<file path="src/rtl/ps2_pkg.sv">
// Shared definitions for the PS/2 mouse receiver.
// Holds the byte-frame FSM encoding, frame geometry, the bit positions of the
// stream-mode status byte (byte0) and the overflow saturation values.
package ps2_pkg;

    typedef enum logic [1:0] {
        StIdle,
        StData,
        StParity,
        StStop
    } byte_state_e;

    localparam int unsigned FRAME_DATA_BITS = 8;

    // Byte0 (status byte) field positions
    localparam int unsigned BTN_L    = 0;
    localparam int unsigned BTN_R    = 1;
    localparam int unsigned BTN_M    = 2;
    localparam int unsigned SYNC_BIT = 3;
    localparam int unsigned XS       = 4;
    localparam int unsigned YS       = 5;
    localparam int unsigned XO       = 6;
    localparam int unsigned YO       = 7;

    localparam logic [8:0] DIF_POS_SAT = 9'h0ff;  // +255
    localparam logic [8:0] DIF_NEG_SAT = 9'h100;  // -256

    // Build one 9-bit signed axis delta; an overflowing axis saturates
    // toward the direction given by its sign bit.
    function automatic logic [8:0] axis_dif(input logic sign, input logic ovf,
                                            input logic [7:0] mag);
        if (ovf) begin
            return sign ? DIF_NEG_SAT : DIF_POS_SAT;
        end
        return {sign, mag};
    endfunction

endpackage

</file>
<file path="src/rtl/ps2_byte_rx.sv">
// PS/2 byte receiver: pin synchronisers, ps2_clk glitch filter, 11-bit frame
// FSM and an inactivity timeout.
// Ports:
//   clk, rst_n     system clock, asynchronous active-low reset
//   i_ps2_clk/dat  raw pad inputs (asynchronous)
//   i_pkt_busy     packet assembler is mid-packet (arms the timeout)
//   o_byte         received byte, valid while o_byte_valid is high
//   o_byte_valid   one-cycle pulse, the cycle after the stop-bit strobe
//   o_byte_err     one-cycle pulse on bad start, parity or stop bit
//   o_timeout      one-cycle pulse when the line stalls mid-frame/packet
module ps2_byte_rx
    import ps2_pkg::*;
#(
    parameter int unsigned FILTER_LEN  = 8,
    parameter int unsigned TIMEOUT_CYC = 100000
) (
    input  logic       clk,
    input  logic       rst_n,
    input  logic       i_ps2_clk,
    input  logic       i_ps2_dat,
    input  logic       i_pkt_busy,
    output logic [7:0] o_byte,
    output logic       o_byte_valid,
    output logic       o_byte_err,
    output logic       o_timeout
);

    localparam int unsigned FCW = $clog2(FILTER_LEN + 1);
    localparam int unsigned TCW = $clog2(TIMEOUT_CYC + 1);

    logic clk_s1_q, clk_s2_q, dat_s1_q, dat_s2_q;
    logic filt_q, filt_d;
    logic [FCW-1:0] fcnt_q, fcnt_d;
    logic strobe_q, strobe_d;

    byte_state_e state_q, state_d;
    logic [2:0] bit_cnt_q, bit_cnt_d;
    logic [7:0] shift_q, shift_d;
    logic [TCW-1:0] to_cnt_q, to_cnt_d;
    logic valid_q, valid_d, err_q, err_d, timeout_q, timeout_d;
    logic armed;

    // Lines idle high, so synchronisers and filter reset to 1.
    always_ff @(posedge clk or negedge rst_n) begin
        if (!rst_n) begin
            clk_s1_q  <= 1'b1;
            clk_s2_q  <= 1'b1;
            dat_s1_q  <= 1'b1;
            dat_s2_q  <= 1'b1;
            filt_q    <= 1'b1;
            fcnt_q    <= '0;
            strobe_q  <= 1'b0;
            state_q   <= StIdle;
            bit_cnt_q <= '0;
            shift_q   <= '0;
            to_cnt_q  <= '0;
            valid_q   <= 1'b0;
            err_q     <= 1'b0;
            timeout_q <= 1'b0;
        end else begin
            clk_s1_q  <= i_ps2_clk;
            clk_s2_q  <= clk_s1_q;
            dat_s1_q  <= i_ps2_dat;
            dat_s2_q  <= dat_s1_q;
            filt_q    <= filt_d;
            fcnt_q    <= fcnt_d;
            strobe_q  <= strobe_d;
            state_q   <= state_d;
            bit_cnt_q <= bit_cnt_d;
            shift_q   <= shift_d;
            to_cnt_q  <= to_cnt_d;
            valid_q   <= valid_d;
            err_q     <= err_d;
            timeout_q <= timeout_d;
        end
    end

    // Filtered clock flips after FILTER_LEN consecutive samples that differ
    // from the current level; any agreeing sample restarts the count.
    always_comb begin
        filt_d = filt_q;
        fcnt_d = '0;
        if (clk_s2_q != filt_q) begin
            if (fcnt_q == FCW'(FILTER_LEN - 1)) begin
                filt_d = clk_s2_q;
            end else begin
                fcnt_d = fcnt_q + 1'b1;
            end
        end
        strobe_d = filt_q & ~filt_d;
    end

    assign armed = (state_q != StIdle) || i_pkt_busy;

    always_comb begin
        state_d   = state_q;
        bit_cnt_d = bit_cnt_q;
        shift_d   = shift_q;
        to_cnt_d  = to_cnt_q;
        valid_d   = 1'b0;
        err_d     = 1'b0;
        timeout_d = 1'b0;
        if (strobe_q) begin
            // A strobe always beats a simultaneous timeout.
            to_cnt_d = '0;
            unique case (state_q)
                StIdle: begin
                    if (dat_s2_q) begin
                        err_d = 1'b1;
                    end else begin
                        state_d   = StData;
                        bit_cnt_d = '0;
                    end
                end
                StData: begin
                    shift_d   = {dat_s2_q, shift_q[7:1]};
                    bit_cnt_d = bit_cnt_q + 1'b1;
                    if (bit_cnt_q == 3'(FRAME_DATA_BITS - 1)) begin
                        state_d = StParity;
                    end
                end
                StParity: begin
                    if (^{shift_q, dat_s2_q}) begin
                        state_d = StStop;
                    end else begin
                        err_d   = 1'b1;
                        state_d = StIdle;
                    end
                end
                StStop: begin
                    state_d = StIdle;
                    valid_d = dat_s2_q;
                    err_d   = ~dat_s2_q;
                end
                default: state_d = StIdle;
            endcase
        end else if (armed) begin
            if (to_cnt_q == TCW'(TIMEOUT_CYC - 1)) begin
                timeout_d = 1'b1;
                state_d   = StIdle;
                to_cnt_d  = '0;
            end else begin
                to_cnt_d = to_cnt_q + 1'b1;
            end
        end else begin
            to_cnt_d = '0;
        end
    end

    assign o_byte       = shift_q;
    assign o_byte_valid = valid_q;
    assign o_byte_err   = err_q;
    assign o_timeout    = timeout_q;

endmodule

</file>
<file path="src/rtl/ps2_mouse_rx.sv">
// Receive-only PS/2 mouse front end: assembles 3-byte stream packets,
// saturates overflowing deltas and keeps a clamped on-screen position.
// Ports:
//   clk, rst_n                 system clock, asynchronous active-low reset
//   i_ps2_clk, i_ps2_dat       raw PS/2 pad inputs
//   o_mouse_valid              one-cycle pulse per decoded packet
//   o_mouse_dif_x/y            signed deltas (Y uses PS/2 up-positive)
//   o_rect_pos_x/y             clamped position (Y screen-down positive)
//   o_mouse_btn                {M,R,L} from last good packet
//   o_frame_err                one-cycle pulse on any receive error
module ps2_mouse_rx
    import ps2_pkg::*;
#(
    parameter int unsigned SCR_W       = 640,
    parameter int unsigned SCR_H       = 480,
    parameter int unsigned FILTER_LEN  = 8,
    parameter int unsigned TIMEOUT_CYC = 100000
) (
    input  logic        clk,
    input  logic        rst_n,
    input  logic        i_ps2_clk,
    input  logic        i_ps2_dat,
    output logic        o_mouse_valid,
    output logic [8:0]  o_mouse_dif_x,
    output logic [8:0]  o_mouse_dif_y,
    output logic [11:0] o_rect_pos_x,
    output logic [11:0] o_rect_pos_y,
    output logic [2:0]  o_mouse_btn,
    output logic        o_frame_err
);

    logic [7:0] rx_byte;
    logic rx_valid, rx_err, rx_timeout;

    logic [1:0] idx_q, idx_d;
    logic [7:0] b0_q, b0_d, b1_q, b1_d;
    logic valid_q, valid_d, err_q, err_d;
    logic [8:0] dif_x_q, dif_x_d, dif_y_q, dif_y_d;
    logic [2:0] btn_q, btn_d;
    logic [11:0] pos_x_q, pos_x_d, pos_y_q, pos_y_d;
    logic [8:0] dif_x_new, dif_y_new;
    logic signed [13:0] x_sum, y_sum;

    ps2_byte_rx #(
        .FILTER_LEN (FILTER_LEN),
        .TIMEOUT_CYC(TIMEOUT_CYC)
    ) u_byte_rx (
        .clk         (clk),
        .rst_n       (rst_n),
        .i_ps2_clk   (i_ps2_clk),
        .i_ps2_dat   (i_ps2_dat),
        .i_pkt_busy  (idx_q != 2'd0),
        .o_byte      (rx_byte),
        .o_byte_valid(rx_valid),
        .o_byte_err  (rx_err),
        .o_timeout   (rx_timeout)
    );

    always_ff @(posedge clk or negedge rst_n) begin
        if (!rst_n) begin
            idx_q   <= '0;
            b0_q    <= '0;
            b1_q    <= '0;
            valid_q <= 1'b0;
            err_q   <= 1'b0;
            dif_x_q <= '0;
            dif_y_q <= '0;
            btn_q   <= '0;
            pos_x_q <= 12'(SCR_W / 2);
            pos_y_q <= 12'(SCR_H / 2);
        end else begin
            idx_q   <= idx_d;
            b0_q    <= b0_d;
            b1_q    <= b1_d;
            valid_q <= valid_d;
            err_q   <= err_d;
            dif_x_q <= dif_x_d;
            dif_y_q <= dif_y_d;
            btn_q   <= btn_d;
            pos_x_q <= pos_x_d;
            pos_y_q <= pos_y_d;
        end
    end

    // The third byte is consumed straight from the receiver, so the
    // deltas and new position are formed in the byte_valid cycle.
    always_comb begin
        dif_x_new = axis_dif(b0_q[XS], b0_q[XO], b1_q);
        dif_y_new = axis_dif(b0_q[YS], b0_q[YO], rx_byte);
        x_sum = $signed({2'b00, pos_x_q}) + $signed({{5{dif_x_new[8]}}, dif_x_new});
        y_sum = $signed({2'b00, pos_y_q}) - $signed({{5{dif_y_new[8]}}, dif_y_new});
    end

    always_comb begin
        idx_d   = idx_q;
        b0_d    = b0_q;
        b1_d    = b1_q;
        valid_d = 1'b0;
        err_d   = rx_err | rx_timeout;
        dif_x_d = dif_x_q;
        dif_y_d = dif_y_q;
        btn_d   = btn_q;
        pos_x_d = pos_x_q;
        pos_y_d = pos_y_q;
        if (rx_err || rx_timeout) begin
            idx_d = 2'd0;
        end else if (rx_valid) begin
            unique case (idx_q)
                2'd0: begin
                    // A status byte without the always-one bit means we are
                    // out of step with the device; stay on byte0 to resync.
                    if (rx_byte[SYNC_BIT]) begin
                        b0_d  = rx_byte;
                        idx_d = 2'd1;
                    end else begin
                        err_d = 1'b1;
                    end
                end
                2'd1: begin
                    b1_d  = rx_byte;
                    idx_d = 2'd2;
                end
                2'd2: begin
                    idx_d   = 2'd0;
                    valid_d = 1'b1;
                    dif_x_d = dif_x_new;
                    dif_y_d = dif_y_new;
                    btn_d   = {b0_q[BTN_M], b0_q[BTN_R], b0_q[BTN_L]};
                    if (x_sum[13]) begin
                        pos_x_d = '0;
                    end else if (x_sum[12:0] > 13'(SCR_W - 1)) begin
                        pos_x_d = 12'(SCR_W - 1);
                    end else begin
                        pos_x_d = x_sum[11:0];
                    end
                    if (y_sum[13]) begin
                        pos_y_d = '0;
                    end else if (y_sum[12:0] > 13'(SCR_H - 1)) begin
                        pos_y_d = 12'(SCR_H - 1);
                    end else begin
                        pos_y_d = y_sum[11:0];
                    end
                end
                default: idx_d = 2'd0;
            endcase
        end
    end

    assign o_mouse_valid = valid_q;
    assign o_frame_err   = err_q;
    assign o_mouse_dif_x = dif_x_q;
    assign o_mouse_dif_y = dif_y_q;
    assign o_mouse_btn   = btn_q;
    assign o_rect_pos_x  = pos_x_q;
    assign o_rect_pos_y  = pos_y_q;

endmodule

</file>
<file path="config.mk">
export PLATFORM = sky130hd
export DESIGN_NAME = ps2_mouse_rx
export DESIGN_NICKNAME = d
export VERILOG_FILES = /design/src/rtl/ps2_pkg.sv /design/src/rtl/ps2_byte_rx.sv /design/src/rtl/ps2_mouse_rx.sv
export SDC_FILE = /design/constraint.sdc
export NUM_CORES = 1
export LEC_CHECK = 0
export CORE_ASPECT_RATIO = 1.1
export CORE_MARGIN = 3
export CORE_UTILIZATION = 45
export DETAILED_ROUTE_END_ITERATION = 16
export GPL_ROUTABILITY_DRIVEN = 0
export PLACE_DENSITY = 0.76
export SYNTH_ARGS = -nofsm -noshare
export SYNTH_HDL_FRONTEND = slang
export SYNTH_HIERARCHICAL = 1
export SYNTH_SLANG_ARGS = --single-unit
</file>
<file path="constraint.sdc">
create_clock -name clk -period 3.5 [get_ports clk]
set_input_delay 0.7 -clock clk [delete_from_list [all_inputs] [get_ports clk]]
set_output_delay 0.7 -clock clk [all_outputs]
set_load 0.03 [all_outputs]
</file>
==> summary.md, run 1 <==
| Metric | Value |
|---|---|
| Slew Limit Headroom | `between 40 and 50%` |
| CP Max Fanout | `7` |
| Final period util | `97.3%` |
| Bufs and invs on worst path | `2` |
| Final Hold Viols | `0` |
| Reg-to-reg startpoint | `b0_q[6]` |
| Fill cell count | `1,214` |
| Grt ovf | `0` |
| Gr usage total | `19.3%` |
| Worst skew pair latency | `0.35 ns` |
| Violation count after the first detailed-route iteration | `421` |
| Most frequent cells in the layout | `95 x dfrtp_1, 74 x nand2_1, 49 x clkdlybuf4s50_1` |
| Area growth syn-to-layout | `18.2%` |
| Yosys reg bits | `107` |
| Peak supply drop | `0.000364 V` |
| Endpoints failing setup | `0` |
| Delay-heaviest family, CP | `compound AO/OA/AOI/OAI gates` |
| CTS sink count | `107` |
| Sequential cell area fraction in the yosys report | `a little over two fifths` |
| Outcome | `complete, no violations` |
| CP required | `~3.7 ns` |
| Terminus of the critical flop-to-flop path | `o_rect_pos_x[9]` |
| Cells after Synth | `just under 700` |
| I/O pin count | `between 50 and 60` |
| Die X | `120 um` |
| # diodes | `0` |
| Worst-margin pin slew | `0.864 ns` |
| Area of the multi-input gates | `roughly 0.0035 mm^2` |
| Crit path max-delay cell type | `o21ai_1` |
| Yosys warnings | `6` |
| Pwr/cell area | `331 mW/mm^2` |
| Final min period | `3.41 ns` |
| EDFF count, synth | `0` |
| Crit path largest cell delay | `0.46 ns` |
| CTS tree | `built` |
| Commonest non-fill, non-tap cell in the layout | `dfrtp_1` |
| Share of flip-flops with an asynchronous set or reset | `100%` |
| Post-synthesis mux area share | `4.19%` |
| Worst setup path endpoint | `o_rect_pos_x[9]` |
| H-tree Lvls | `3` |
| Max Clk Rate | `294 MHz` |
| First drt pass iteration count | `5` |
| Row count | `45` |
| CORE AREA | `0.0139 mm^2` |
| XOR/XNOR share of the synthesized area | `5.71%` |
| HPWL Detailed | `10,900 um` |
| Post-Synth Simple-Gate Area | `18.1%` |
| Post-Synth Adder-Cell Area | `5.61%` |
| R2R cell count | `13` |
| Syn Nets | `between 700 and 800` |
| Crit-path most repeated cell | `a21o_1` |
| Initial Utilization | `46.2%` |
| Worst path depth | `13` |
| Layout net count | `between 700 and 800` |
| Clock buffer count from CTS | `9` |
| Pre-CTS setup slack | `0.0783 ns` |
| Critical path cell sequence | `inv_1 > nor2_2 > a21o_1 > ha_1 > a21o_1 > a21o_1 > a211o_1 > o211ai_1 > a21boi_0 > o21ai_1 > a21oi_4 > buf_4 > a22o_1` |
| Critical path launch point | `b0_q[6]` |
| Endpoint class of the critical path | `flop` |
| Average size of a mapped cell | `roughly 9.5 um^2` |
| ANT nets after route | `0` |
| Ys flop type | `dfrtp_1` |
| Worst Skew | `0.00719 ns` |
| Reg2Reg Setup Slack | `0.09 ns` |
| Die Y | `between 100 and 150 um` |
| CTS root buffer | `clkbuf_16` |
| Final Max Slew Viols | `0` |
| Maximum clock path buffer count | `2` |
| Pleak | `between 3 and 4 nW` |
| Buffers on Ports | `50` |
| Min-delay worst type | `flop to flop` |
| Setup TNS | `0 ns` |
| Die ar. | `between 0.015 and 0.02 mm^2` |
| Max Cap Viol | `0` |
| Share of cells above drive strength 1 | `a little over an eighth` |
| Largest net degree at the start of global routing | `56` |
| Register Area | `0.00269 mm^2` |
| Main combinational cell family by area after synthesis | `compound AO/OA/AOI/OAI gates` |
| Worst-path clk slew | `0.07 ns` |
| Synthesized area | `0.00642 mm^2` |
| Initial antenna violation count | `0` |
| Post-synth cell types | `85` |
| Vias per cell | `approximately 5.7` |
| Compound-gate portion of the synthesized area | `20.6%` |
| Post-route setup slack | `a little over 0.09 ns` |
| First-pass GRT wire length | `25,300 um` |
| Post-DR wirelength/cell | `16.4 um` |
| RSZ-0062 raised after global routing | `yes` |
| Final WL | `15,200 um` |
| Cts hold-fix bufs | `0` |
| DRC violation count after routing | `0` |
| Vias in the first global route | `5,197` |
| Vias | `between 5,000 and 6,000` |
| Crit path DAT | `roughly 3.6 ns` |
| Crit start category | `flop` |
| Crit path kind | `flop to flop` |
==> sequential cells by signal, summed over array words and instances (netlist names), 2 cells and up <==
register / cells
idx_q: 2
o_mouse_dif_y: 9
o_rect_pos_x: 12
o_rect_pos_y: 12
u_byte_rx/to_cnt_q: 17
u_byte_rx/state_q: 2
u_byte_rx/bit_cnt_q: 3
o_mouse_dif_x: 9
u_byte_rx/o_byte: 8
o_mouse_btn: 3
b0_q: 7
b1_q: 8
u_byte_rx/fcnt_q: 4
==> cell families (layout without fill, tap and decap cells) <==
logic type               after synthesis  in the layout
AND/OR/NAND/NOR                      228            228
AO/OA/AOI/OAI                        193            194
flip-flops                           107            107
buffers and inverters                 61            120
XOR/XNOR                              37             37
adder cells (fa/ha/maj)               28             28
multiplexers                          24             24
==> cells in the mapped netlist, types with 17 or more instances <==
| cell type | count | share of area (%) |
|---|---|---|
| nor2_1 | 46 | 2.7 |
| dfrtp_1 | 96 | 37 |
| clkbuf_1 | 17 | 0.99 |
| ha_1 | 24 | 4.7 |
| a21oi_1 | 33 | 2.6 |
| inv_1 | 30 | 1.8 |
| mux2_2 | 23 | 4.0 |
| xor2_1 | 18 | 2.5 |
| o21ai_0 | 48 | 3.7 |
| nand2_1 | 74 | 4.3 |
==> through the flow <==
stage	cells	instance area [um^2]	power [W]	hold slack [ns]	utilization [%]
floorplan	678	6420	0.00134	0.345	-
global placement	907	7190	0.00137	0.346	51.7
global route	926	7590	0.00260	0.361	54.6
CTS	923	7530	0.00254	0.359	54.2
finish	926	7590	0.00251	0.357	54.6
detailed placement	907	7190	0.00138	0.349	51.7
==> area by class of cell <==
cell class / count / area share, %
well taps: 188 / 3.10
repair buffers: 74 / 9.10
flip-flops and latches: 107 / 35.5
inverters: 30 / 1.48
clock buffers: 11 / 3.20
multi-input cells: 511 / 46.3
clock inverters: 5 / 1.32
==> worst min-delay path by stage <==
stage / from / depth (start not counted) / slack (ns) / end
2_1_floorplan: u_byte_rx/clk_s1_q / 0 / 0.35 / u_byte_rx/clk_s2_q
3_3_place_gp: u_byte_rx/clk_s1_q / 0 / 0.35 / u_byte_rx/clk_s2_q
3_5_place_dp: u_byte_rx/clk_s1_q / 0 / 0.35 / u_byte_rx/clk_s2_q
4_1_cts: u_byte_rx/clk_s1_q / 0 / 0.36 / u_byte_rx/clk_s2_q
5_1_grt: u_byte_rx/clk_s1_q / 0 / 0.36 / u_byte_rx/clk_s2_q
6_report: u_byte_rx/clk_s1_q / 0 / 0.36 / u_byte_rx/clk_s2_q
==> power by group <==
group | switching [W] | internal [W]
clock | 0.000439 | 0.000717
combinational | 0.0000442 | 0.0000309
sequential | 0.0000178 | 0.00126
total | 0.000502 | 0.00201
==> repair_timing <==
action                     in CTS  in global routing
setup buffers                   0                  2
gates resized for setup         0                 12
setup endpoints to repair       0                 19
hold endpoints to repair        0                  0
==> per-layer routing <==
| layer | vias up | global-route usage [%] | wire length (um) |
|---|---|---|---|
| li1 | 2553 | - | - |
| met1 | 2577 | 25.1 | 6580 |
| met2 | 160 | 32.8 | 7650 |
| met3 | 28 | 4.22 | 662 |
| met4 | 0 | 4.84 | 266 |
| met5 | - | 0 | 0 |
(Power assumes the default switching activity.)
==> run 2: changes to the inputs <==
PLACE_DENSITY = not set   (was 0.76)
PLACE_DENSITY_LB_ADDON = 0.3   (was not set)
==> summary.md, run 2 (synthesis gave the netlist of run 1 again) <==
| Metric | Value |
|---|---|
| Outcome | `complete, no violations (unchanged)` |
| Crit start category | `flop (unchanged)` |
| Worst Skew | `0.00935 ns (was 0.00719 ns)` |
| NetSw | `0.000529 W (was 0.000502 W)` |
| First drt pass iteration count | `6 (was 5)` |
| Reg power frac | `54.5% (was 51.0%)` |
| Crit path largest cell delay | `0.47 ns (was 0.46 ns)` |
| Share of cells above drive strength 1 | `13.9% (was 13.7%)` |
| Peak supply drop | `0.000276 V (was 0.000364 V)` |
| Pre-CTS setup slack | `0.126 ns (was 0.0783 ns)` |
| Largest net degree at the start of global routing | `53 (was 56)` |
| ANT nets after route | `0 (unchanged)` |
| Endpoints failing setup | `0 (unchanged)` |
| Final min period | `3.41 ns (about the same)` |
| Gate power share | `3.2% (was 3.0%)` |
| Most frequent cells in the layout | `94 x dfrtp_1, 74 x nand2_1, 49 x clkdlybuf4s50_1 (was 95 x dfrtp_1, 74 x nand2_1, 49 x clkdlybuf4s50_1)` |
| Vias in the first global route | `5,286 (was 5,197)` |
| Hold_ws | `0.328 ns (was 0.357 ns)` |
| Final Hold Viols | `0 (unchanged)` |
| Most flops, register | `u_byte_rx/to_cnt_q (unchanged)` |
| Worst-path clk slew | `0.07 ns (about the same)` |
| DRC violation count after routing | `0 (unchanged)` |
| Worst-margin pin slew | `0.827 ns (was 0.864 ns)` |
| Die Y | `131 um (unchanged)` |
| CORE AREA | `0.0139 mm^2 (unchanged)` |
| CTS sink count | `107 (unchanged)` |
| Vias | `5,263 (was 5,318)` |
| Crit path max-delay cell type | `a2111oi_0 (was o21ai_1)` |
| Crit path DAT | `3.65 ns (was 3.64 ns)` |
| Vias per cell | `5.71 (was 5.74)` |
| Layout net count | `759 (was 763)` |
| Min-delay worst type | `input port to asynchronous set/reset pin (was flop to flop)` |
| CTS tree | `built (unchanged)` |
| Post-DR wirelength/cell | `16.3 um (was 16.4 um)` |
| Crit path kind | `flop to flop (unchanged)` |
| Grt ovf | `0 (unchanged)` |
| Setup TNS | `0 ns (unchanged)` |
| Critical path cell sequence | `inv_1 > nand2_1 > o21ai_0 > ha_1 > a21o_1 > a21o_1 > a211o_1 > o211ai_1 > buf_4 > a2111oi_0 > o21bai_1 > a211oi_2 > nand2b_1 > a22o_1 (was inv_1 > nor2_2 > a21o_1 > ha_1 > a21o_1 > a21o_1 > a211o_1 > o211ai_1 > a21boi_0 > o21ai_1 > a21oi_4 > buf_4 > a22o_1)` |
| Gr usage total | `19.5% (was 19.3%)` |
| Violation count after the first detailed-route iteration | `400 (was 421)` |
| Slew Limit Headroom | `44.8% (was 42.4%)` |
| Die ar. | `0.0157 mm^2 (unchanged)` |
| Bufs and invs on worst path | `2 (unchanged)` |
| Switching Share | `22.5% (was 20.0%)` |
| Maximum clock path buffer count | `2 (unchanged)` |
| Clk pwr share | `42.3% (was 46.0%)` |
| Commonest non-fill, non-tap cell in the layout | `dfrtp_1 (unchanged)` |
| First-pass GRT wire length | `25,300 um (about the same)` |
| H-tree Lvls | `3 (unchanged)` |
| I/O pin count | `51 (unchanged)` |
| # diodes | `0 (unchanged)` |
| CTS root buffer | `clkbuf_16 (unchanged)` |
| Max Cap Viol | `0 (unchanged)` |
| Pleak | `3.44 nW (was 3.49 nW)` |
| Die X | `120 um (unchanged)` |
| CP required | `3.74 ns (about the same)` |
| HPWL Detailed | `11,000 um (was 10,900 um)` |
| Buffers on Ports | `50 (unchanged)` |
| Max Clk Rate | `293 MHz (was 294 MHz)` |
| Post-route setup slack | `0.0868 ns (was 0.0932 ns)` |
| Final period util | `97.5% (was 97.3%)` |
| Pwr/cell area | `313 mW/mm^2 (was 331 mW/mm^2)` |
| Fill cell count | `1,259 (was 1,214)` |
| Row count | `45 (unchanged)` |
| Delay-heaviest family, CP | `compound AO/OA/AOI/OAI gates (unchanged)` |
| Cts hold-fix bufs | `0 (unchanged)` |
| P_int | `0.00182 W (was 0.00201 W)` |
| Worst skew pair latency | `0.35 ns (about the same)` |
| Initial Utilization | `46.2% (unchanged)` |
| Area growth syn-to-layout | `16.7% (was 18.2%)` |
| Initial antenna violation count | `0 (unchanged)` |
| Clock buffer count from CTS | `9 (unchanged)` |
| Final WL | `15,000 um (was 15,200 um)` |
| Endpoint class of the critical path | `flop (unchanged)` |
| Crit-path most repeated cell | `a21o_1 (unchanged)` |
| Max reg flops | `17 (unchanged)` |
| CP Max Fanout | `4 (was 7)` |
| Final Max Slew Viols | `0 (unchanged)` |
==> run 2: cell types whose count changed in the layout (fill, tap and decap cells not counted), moves of 2 or more <==
cell and delta:
o21ai_0 +2, a21boi_1 -2, buf_4 -2, clkinv_4 +2
inv_1 -2, bufinv_16 -3
==> run 2: final timing paths <==
check | endpoint | cells after the start | slack, ns | from
max | o_rect_pos_x[9] | 14 | 0.09 | b0_q[4]
min | o_rect_pos_x[5] | 1 | 0.33 | rst_n
max reg2reg | o_rect_pos_x[9] | 14 | 0.09 | b0_q[4]
min reg2reg | u_byte_rx/clk_s2_q | 0 | 0.36 | u_byte_rx/clk_s1_q
max in group asynchronous | b0_q[5] | 2 | 2.37 | rst_n
min in group clk | u_byte_rx/clk_s2_q | 0 | 0.36 | u_byte_rx/clk_s1_q
==> run 2: what timing repair did <==
| item | CTS | global route |
|---|---|---|
| endpoints found under the setup margin | 0 | 19 |
| endpoints found under the hold margin | 0 | 0 |
| resized for setup | 0 | 12 |
| setup buffers | 0 | 2 |
==> run 2: per-stage QoR <==
| step | area [um^2] | utilization, % | total power, W | std cells |
|---|---|---|---|---|
| 2_1_floorplan | 6420 | - | 0.00134 | 678 |
| 3_3_place_gp | 7160 | 51.5 | 0.00137 | 904 |
| 3_5_place_dp | 7160 | 51.5 | 0.00138 | 904 |
| 4_1_cts | 7440 | 53.5 | 0.00238 | 920 |
| 5_1_grt | 7490 | 53.9 | 0.00243 | 922 |
| 6_report | 7490 | 53.9 | 0.00235 | 922 |
==> run 2: power by group through the flow <==
| stage | clock network, W | registers [W] | logic, W |
|---|---|---|---|
| after global placement | 0 | 0.00130 | 0.0000725 |
| after CTS | 0.00102 | 0.00128 | 0.0000791 |
| after global routing | 0.00107 | 0.00128 | 0.0000845 |
| after detailed placement | 0 | 0.00130 | 0.0000785 |
| final | 0.000993 | 0.00128 | 0.0000750 |
| after floorplan | 0 | 0.00130 | 0.0000396 |
==> run 2: layout make-up <==
type | instances | area [um^2] | share of cell area, %
repair buffers | 71 | 656 | 8.75
flip-flops and latches | 107 | 2690 | 35.9
inverters | 30 | 116 | 1.55
well taps | 188 | 235 | 3.14
clock buffers | 11 | 253 | 3.37
clock inverters | 5 | 36.3 | 0.484
multi-input cells | 510 | 3500 | 46.8
==> run 2: layer usage <==
metal	vias up	track usage, %	part of all wire [%]
li1	2536	-	-
met1	2563	24.4	44
met2	126	33.4	50
met3	38	3.57	3.7
met4	0	7.32	2.8
met5	-	0	0
==> run 3: changes to the inputs <==
SETUP_SLACK_MARGIN = 0.2   (was not set)
==> summary.md, run 3 (synthesis gave the netlist of run 1 again) <==
| Metric | Value |
|---|---|
| CP Max Fanout | `7 (was 4)` |
| Vias per cell | `5.78 (was 5.71)` |
| RSZ-0062 raised after global routing | `no` |
| Peak supply drop | `0.000221 V (was 0.000276 V)` |
| Row count | `45 (unchanged)` |
| Share of cells above drive strength 1 | `15.1% (was 13.9%)` |
| Placement Cell Area | `0.00713 mm^2 (was 0.00716 mm^2)` |
| First drt pass iteration count | `5 (was 6)` |
| Register Area | `0.00270 mm^2 (was 0.00269 mm^2)` |
| Pre-CTS setup slack | `0.143 ns (was 0.126 ns)` |
| I/O pin count | `51 (unchanged)` |
| Clock buffer count from CTS | `9 (unchanged)` |
| Final min period | `3.21 ns (was 3.41 ns)` |
| Finished layout cell area | `0.00761 mm^2 (was 0.00749 mm^2)` |
| Placed Instances | `901 (was 904)` |
| Vias | `5,333 (was 5,263)` |
| Pwr/cell area | `318 mW/mm^2 (was 313 mW/mm^2)` |
| Grt ovf | `0 (unchanged)` |
| Most frequent cells in the layout | `93 x dfrtp_1, 74 x nand2_1, 49 x clkdlybuf4s50_1 (was 94 x dfrtp_1, 74 x nand2_1, 49 x clkdlybuf4s50_1)` |
| Crit path kind | `flop to flop (unchanged)` |
| Cts hold-fix bufs | `0 (unchanged)` |
| Worst Skew | `0.00935 ns (about the same)` |
| Vias in the first global route | `5,225 (was 5,286)` |
| Worst skew pair latency | `0.35 ns (about the same)` |
| Setup TNS | `0 ns (unchanged)` |
| Min-delay worst type | `input port to asynchronous set/reset pin (unchanged)` |
| Endpoint class of the critical path | `flop (unchanged)` |
| DRC violation count after routing | `0 (unchanged)` |
| ANT nets after route | `0 (unchanged)` |
| Crit path DAT | `3.41 ns (was 3.65 ns)` |
| Maximum clock path buffer count | `2 (unchanged)` |
| H-tree Lvls | `3 (unchanged)` |
| Final Hold Viols | `0 (unchanged)` |
| Initial antenna violation count | `0 (unchanged)` |
| CORE AREA | `0.0139 mm^2 (unchanged)` |
| Area growth syn-to-layout | `18.5% (was 16.7%)` |
| Outcome | `complete, no violations (unchanged)` |
| Initial Utilization | `46.2% (unchanged)` |
| Fin cells | `923 (was 922)` |
| Largest net degree at the start of global routing | `53 (unchanged)` |
| HPWL Detailed | `10,800 um (was 11,000 um)` |
| First-pass GRT wire length | `24,900 um (was 25,300 um)` |
| Pleak | `3.44 nW (about the same)` |
| Slew Limit Headroom | `42.8% (was 44.8%)` |
| Most flops, register | `u_byte_rx/to_cnt_q (unchanged)` |
| Violation count after the first detailed-route iteration | `323 (was 400)` |
| Max Cap Viol | `0 (unchanged)` |
| CTS tree | `built (unchanged)` |
| Buffers on Ports | `50 (unchanged)` |
| Fill cell count | `1,256 (was 1,259)` |
| Max reg flops | `17 (unchanged)` |
| Final Max Slew Viols | `0 (unchanged)` |
| Final WL | `15,200 um (was 15,000 um)` |
| Area of the multi-input gates | `0.00360 mm^2 (was 0.00350 mm^2)` |
| Commonest non-fill, non-tap cell in the layout | `dfrtp_1 (unchanged)` |
| Post-route setup slack | `0.293 ns (was 0.0868 ns)` |
| Crit start category | `flop (unchanged)` |
| CTS root buffer | `clkbuf_16 (unchanged)` |
| Die X | `120 um (unchanged)` |
| # diodes | `0 (unchanged)` |
| Gr usage total | `19.1% (was 19.5%)` |
| Final period util | `91.6% (was 97.5%)` |
| Post-DR wirelength/cell | `16.4 um (was 16.3 um)` |
| Worst-path clk slew | `0.07 ns (about the same)` |
| Die Y | `131 um (unchanged)` |
| Max Clk Rate | `312 MHz (was 293 MHz)` |
| CTS sink count | `107 (unchanged)` |
| Worst-margin pin slew | `0.858 ns (was 0.827 ns)` |
| Layout net count | `760 (was 759)` |
| CP required | `3.70 ns (was 3.74 ns)` |
| Die ar. | `0.0157 mm^2 (unchanged)` |
| Endpoints failing setup | `0 (unchanged)` |
-- run 3: changes by cell type in the layout (fill, tap and decap cells not counted), moves of 2 or more --
| cell | delta |
|---|---|
| clkinv_2 | -2 |
| a21oi_1 | -2 |
| o21ai_0 | -2 |
| clkinvlp_4 | +2 |
| a21boi_0 | -2 |
| a21boi_2 | +2 |
| a21oi_4 | +2 |
-- run 3: cell type report --
cell class | instances | share of cell area (%)
clock buffer | 11 | 3.32
clock inverter | 5 | 0.806
inverter | 30 | 1.48
multi-input combinational | 511 | 47.3
sequential | 107 | 35.4
tap | 188 | 3.09
timing repair buffer | 71 | 8.62
-- run 3: where the power goes --
| part | total (W) | switching [W] | internal, W |
|---|---|---|---|
| logic | 0.0000758 | 0.0000461 | 0.0000298 |
| clock network | 0.00106 | 0.000466 | 0.000595 |
| registers | 0.00128 | 0.0000179 | 0.00126 |
-- run 3: critical path, stage by stage, from the launching register on --
cell and delay, ns:
dfrtp_1 0.40, and2_4 0.16, nor2_1 0.05, ha_1 0.22, fa_2 0.42, nor4b_4 0.32
o211ai_4 0.14, a211o_1 0.35, a21oi_2 0.18, a2bb2o_4 0.25, a211oi_4 0.32, and2_1 0.18
o22ai_1 0.06
-- run 3: layer usage --
metal	vias up	GRT usage [%]	share of wire [%]
met4	0	6.68	2.3
li1	2552	-	-
met3	31	3.06	3.5
met2	134	33.3	51
met1	2616	23.8	43
met5	-	0	0
-- run 3: through the flow --
step                      power (W)  utilization, %  hold slack (ns)
after CTS                   0.00243            53.7            0.357
after floorplan             0.00134               -            0.345
after global routing        0.00250            54.7            0.359
after detailed placement    0.00138            51.3            0.348
after global placement      0.00137            51.3            0.346
final                       0.00242            54.7            0.351
-- run 3: repair_timing --
action                     in CTS  in global routing
pin swaps                       0                  8
resized for setup               4                 26
cloned                          0                  1
setup buffers                   0                  5
setup endpoints to repair      13                 19
-- run 3: final timing paths --
check                                    from            endpoint  slack, ns  cells after the start
max                                   b0_q[5]     o_rect_pos_y[0]       0.29                     12
min                                     rst_n     o_rect_pos_x[4]       0.35                      1
max reg2reg                           b0_q[5]     o_rect_pos_y[0]       0.29                     12
min reg2reg                u_byte_rx/clk_s1_q  u_byte_rx/clk_s2_q       0.36                      0
max in group asynchronous               rst_n  u_byte_rx/dat_s1_q       2.28                      2
min in group clk           u_byte_rx/clk_s1_q  u_byte_rx/clk_s2_q       0.36                      0
